[config.mk]
export PLATFORM = sky130hd
export DESIGN_NAME = i2s_audio_tx
export DESIGN_NICKNAME = d
export VERILOG_FILES = /design/src/rtl/i2s_audio_tx.sv
export SDC_FILE = /design/constraint.sdc
export NUM_CORES = 1
export LEC_CHECK = 0
export BUFFER_PORTS_ARGS = -buffer_cell sky130_fd_sc_hd__buf_2
export CAP_MARGIN = 20
export CORE_MARGIN = 5
export CORE_UTILIZATION = 25
export CTS_CLUSTER_DIAMETER = 150
export DETAILED_ROUTE_END_ITERATION = 12
export SLEW_MARGIN = 30
export SYNTH_ARGS = -nofsm -noshare
export SYNTH_HDL_FRONTEND = slang
export SYNTH_SLANG_ARGS = --single-unit
[constraint.sdc]
create_clock -name clk32 -period 7.39 [get_ports clk32]
set_clock_uncertainty 0.15 [all_clocks]
set_input_delay 0.3695 -clock clk32 [delete_from_list [all_inputs] [get_ports clk32]]
set_output_delay 0.3695 -clock clk32 [all_outputs]
set_load 0.05 [all_outputs]
[src/rtl/i2s_audio_tx.sv]
// -----------------------------------------------------------------------------
// i2s_audio_tx
//
// Drift-free I2S transmitter for 16-bit stereo audio. A fractional phase
// accumulator produces a tick train whose long-run rate is exactly
// 2*BCK_HZ ticks per second of clk32. Every tick toggles the bit clock, so
// hp_bck averages BCK_HZ with at most one clk32 cycle of jitter per half
// period. Each 32-slot frame carries left (WS=0) then right (WS=1), MSB
// first, in Philips I2S format: WS leads each channel's MSB by one bit and
// the DAC samples hp_din on the rising edge of hp_bck.
//
// Parameters
//   CLK_HZ      frequency of clk32 in Hz
//   BCK_HZ      target bit-clock frequency; 2*BCK_HZ must be below CLK_HZ
//
// Ports
//   clk32       system clock, single domain
//   por         asynchronous active-high reset
//   audio_l     left sample, two's complement, latched at frame start
//   audio_r     right sample, two's complement, latched at frame start
//   mute        sampled at frame start; high means the frame carries zeros
//   sample_stb  one-cycle pulse when a new L/R pair has been latched
//   hp_bck      I2S bit clock
//   hp_ws       I2S word select (0 = left, 1 = right)
//   hp_din      I2S serial data, MSB first
// -----------------------------------------------------------------------------
module i2s_audio_tx #(
  parameter int CLK_HZ = 32000000,
  parameter int BCK_HZ = 1536000
) (
  input  logic        clk32,
  input  logic        por,
  input  logic [15:0] audio_l,
  input  logic [15:0] audio_r,
  input  logic        mute,
  output logic        sample_stb,
  output logic        hp_bck,
  output logic        hp_ws,
  output logic        hp_din
);

  // Accumulator width: wide enough to hold CLK_HZ + STEP, so acc + STEP
  // never exceeds the W+1 bit comparison range.
  localparam int W = $clog2(CLK_HZ + 2 * BCK_HZ);

  localparam logic [W:0]   STEP    = (W + 1)'(2 * BCK_HZ);
  localparam logic [W:0]   CLK_LIM = (W + 1)'(CLK_HZ);
  localparam logic [W-1:0] CLK_LO  = W'(CLK_HZ);

  // First and last slot (inclusive) during which WS is high. WS rises one
  // slot before the right-channel MSB (slot 16) and falls one slot before
  // the left-channel MSB (slot 0, reached after slot 31).
  localparam logic [4:0] WS_HI_FIRST = 5'd15;
  localparam logic [4:0] WS_HI_LAST  = 5'd30;

  // ---------------------------------------------------------------------------
  // State
  // ---------------------------------------------------------------------------
  logic [W-1:0] acc;    // fractional phase, always below CLK_HZ
  logic [4:0]   cnt;    // current slot within the frame
  logic [31:0]  frame;  // {left, right} being shifted out

  // ---------------------------------------------------------------------------
  // Phase accumulator
  // ---------------------------------------------------------------------------
  logic [W:0]   acc_sum;
  logic [W-1:0] acc_wrap;
  logic         tick;

  assign acc_sum  = {1'b0, acc} + STEP;
  assign tick     = (acc_sum >= CLK_LIM);
  // The true difference is below STEP, so modulo-2^W subtraction is exact.
  assign acc_wrap = acc_sum[W-1:0] - CLK_LO;

  // ---------------------------------------------------------------------------
  // Next-slot values, used only on a falling tick
  // ---------------------------------------------------------------------------
  logic [4:0]  cnt_next;
  logic        frame_wrap;
  logic [31:0] frame_next;
  logic        din_next;
  logic        ws_next;

  // NOTE: every signal written here gets a value on every path through the
  // block (defaults first); a path that leaves one unassigned infers a latch.
  always_comb begin
    cnt_next   = cnt + 5'd1;
    frame_wrap = (cnt == 5'd31);
    frame_next = frame;
    if (frame_wrap) begin
      frame_next = mute ? 32'd0 : {audio_l, audio_r};
    end
    // Slot 0 transmits the MSB of the frame loaded on this same edge.
    din_next = frame_next[5'd31 - cnt_next];
    ws_next  = (cnt_next >= WS_HI_FIRST) && (cnt_next <= WS_HI_LAST);
  end

  // ---------------------------------------------------------------------------
  // Registers
  // ---------------------------------------------------------------------------
  // NOTE: state is updated with non-blocking assignments so every register
  // samples the pre-edge values; blocking here would chain updates within
  // the cycle and diverge from the synthesized flops.
  always_ff @(posedge clk32 or posedge por) begin
    if (por) begin
      acc        <= '0;
      hp_bck     <= 1'b0;
      hp_ws      <= 1'b0;
      hp_din     <= 1'b0;
      sample_stb <= 1'b0;
      // Starting at slot 31 makes the first falling tick latch a frame.
      cnt        <= 5'd31;
      // NOTE: the frame register is reset too, so no stale audio from
      // before reset can ever reach hp_din.
      frame      <= '0;
    end else begin
      acc        <= tick ? acc_wrap : acc_sum[W-1:0];
      sample_stb <= 1'b0;

      if (tick) begin
        hp_bck <= ~hp_bck;

        // Falling tick: advance the slot and present the next bit so it is
        // stable for a full half period before the DAC's rising-edge sample.
        if (hp_bck) begin
          cnt        <= cnt_next;
          frame      <= frame_next;
          hp_din     <= din_next;
          hp_ws      <= ws_next;
          sample_stb <= frame_wrap;
        end
      end
    end
  end

endmodule

==> metrics.md <==
| Metric | Value |
|---|---|
| Multi-input logic area | 1940 sq um |
| Fin area | 3990 sq um |
| Worst Setup SP | cnt[0]$_DFFE_PP1P_ |
| Post-Syn Nets | 375 |
| PwrDens | 158 nW/um^2 |
| Total gr overflow | 0 |
| Layout cells sized above 1 | 20.7% |
| # fillers | 1421 |
| Synth warn | 0 |
| CP Data Required Time | 7.48 ns |
| Die W | 128 um |
| Clock slew at reported path FFs | 0.08 ns |
| Slew headroom | 43.0% |
| Clock root buffer | clkbuf_16 |
| Post-CTS Setup Inserts | 0 |
| Seq/Total Area, Yosys | 40.1% |
| Setup TNS | 0 ns |
| WP data arrival | 4.12 ns |
| Global-route wire length before repair | 12.7 mm |
| Initial antenna violation count | 0 |
| Seq cells post-synth | 56 |
| DR iter-0 viols | 220 |
| Largest net degree at the start of global routing | 57 |
| Synth area leader | dfrtp_1 |
| Storage cell area | 1410 sq um |
| DRC | 0 |
| Clock Sinks | 56 |
| Static leakage | 1.65 nW |
| Core box area | 13800 sq um |
| RSZ-0062 raised after global routing | false |
| Status | completed |
| Post-DP Area | 3820 sq um |
| Tcrit/Tclk final | 54.6% |
| Die Span Y | 128 um |
| Total chip power | 0.629 mW |
| Post-CTS resize count | 0 |
| Peak supply drop | 0.0935 mV |
| Max-Cap Viols | 0 |
| Worst hold path type | input pin to asynchronous set/reset pin |
| Synth unique cells | 52 |
| Die area | 16500 sq um |
| Cell Rows | 43 |
| Crit. End Element | flop |
| Yosys top cell area share | 36.4% |
| Top cells by area in the synthesized netlist | dfrtp_1, mux2_1, nor2b_1 |
| Routability cong. | 0.871 |
| Worst Setup Start Kind | flop |
| Clock latency on the worst-skew pair | 0.29 ns |
| Via density | 4.62 |
| Synthesized area per cell | 10.5 sq um |
| Worst r2r src | cnt[0]$_DFFE_PP1P_ |
| Most frequent cell after synthesis | dfrtp_1 |
| Critical Path Fanout Max | 24 |
| Initial Util | 25.4% |
| Setup violations, final | 0 |
| # diodes | 0 |
| CP max stage cell | dfstp_2 |
| Drt pass-1 iters | 5 |
| Critical Path Max Stage Delay | 0.67 ns |
| Synth Flop Type | dfrtp_1 |
| H-tree depth | 2 |
| Antenna-violating nets left | 0 |
| Post-CTS Hold Fix Bufs | 0 |
| Drt wl/cell | 13.7 um |
| Post-Syn Area | 3510 sq um |
| Hold slack final | 0.0999 ns |
| Number of CTS-inserted buffers | 5 |
| Slew Limit Fails | 0 |
| Post-Syn Instances | 333 |
| Post-DP HPWL | 5.50 mm |
| CTS tree | yes |
| DR vias | 2504 |
| GRT Overall Usage | 9.47% |
| Async SR Flop Fraction | 100% |
| Io pins | 39 |
| Final worst path period need | 4.04 ns |
| Worst path cell trace | ha_1 -> and3_1 -> ha_1 -> buf_4 -> nor2b_1 -> a21oi_1 -> mux4_2 -> a21oi_1 -> mux4_2 -> mux2_2 |
| Setup Crit Path Kind | flop to flop |
| Input/output buffers | 38 |
| Fmax | 248 MHz |
| WL final | 7.42 mm |
| List of most frequent post-synthesis cells | dfrtp_1, nor2b_1, mux2_1, nand2_1, a21oi_1 |
| CTS max path bufs | 2 |
| Fin nets | 403 |
| Measured slew at the worst slew-check pin | 0.847 ns |
| Area grow syn2layout | 13.6% |
| EDFF count, synth | 0 |
| Vias in the first global route | 2646 |
| Hold Violations, Final | 0 |
==> power breakdown <==
group	switching [mW]	internal, mW	total [mW]
sequential	0.00304	0.313	0.316
combinational	0.0190	0.0188	0.0378
clock	0.114	0.162	0.275
==> final timing paths <==
kind	cells after the start	end	slack, ns
setup / recovery	10	hp_din$_DFFE_PP0P_	3.35
min in group clk32	3	frame[5]$_DFFE_PP0P_	0.20
max in group asynchronous	3	acc[15]$_DFF_PP0_	6.48
hold / removal	3	sample_stb$_DFF_PP0_	0.1
hold reg to reg	2	frame[10]$_DFFE_PP0P_	0.33
setup reg to reg	10	hp_din$_DFFE_PP0P_	3.35
==> layout make-up <==
type                    count  area share (%)
multi-input cells         246            48.6
flip-flops and latches     56            35.3
well taps                 180            5.65
repair buffers             40            5.15
clock buffers               6            3.23
inverters                  12            1.13
clock inverters             2           0.973
==> state kept, by name (all words and copies together) (netlist names) <==
register and count:
hp_ws 1, hp_din 1, hp_bck 1, cnt 5, frame 32, sample_stb 1
acc 15
==> stage by stage <==
step                      worst slack (ns)  std cells  utilization (%)
after floorplan                       4.03        333                -
final                                 3.35        542             28.8
after global routing                  3.09        542             28.8
after global placement                3.47        534             27.6
after CTS                             3.33        542             28.8
after detailed placement              3.35        534             27.6
==> worst max-delay path, delay by kind of cell (launching register included) <==
family | cells | cell delay [ns]
and+or+nand+nor | 2 | 0.80
DFF | 1 | 0.67
adders and majority gates | 2 | 0.74
AOI/OAI and AO/OA | 2 | 0.34
buffers and inverters | 1 | 0.39
muxes | 3 | 0.86
==> cell families after synthesis <==
kind of cell	share of synthesized area, %
simple gates	15.9
buf+inv	4.71
xor+xnor	6.49
compound gates	13.5
mux	16.8
fa+ha+maj	2.50
flops	40.1
==> metal layers <==
metal	global-route usage, %	routed length, um	vias up
li1	-	-	1237
met1	12.2	3340	1224
met2	16.2	3730	38
met3	2.45	285	5
met4	1.81	58	0
met5	0	0	-
==> placed cells by master, fill, tap and decap left out, types with 7 or more instances in the layout <==
cell type | netlist | layout
buf_2 | 3 | 38
inv_1 | 11 | 10
a21oi_1 | 22 | 22
nand2_1 | 23 | 23
ha_1 | 7 | 7
xnor2_1 | 18 | 18
mux2_1 | 23 | 23
dfrtp_1 | 51 | 51
nor2_1 | 13 | 13
a211oi_1 | 11 | 11
nor2b_1 | 40 | 40
o21ai_1 | 12 | 12
mux4_2 | 11 | 11
mux2i_1 | 7 | 7
xor2_1 | 8 | 8
Note: power is estimated with default switching activity, not from simulation.
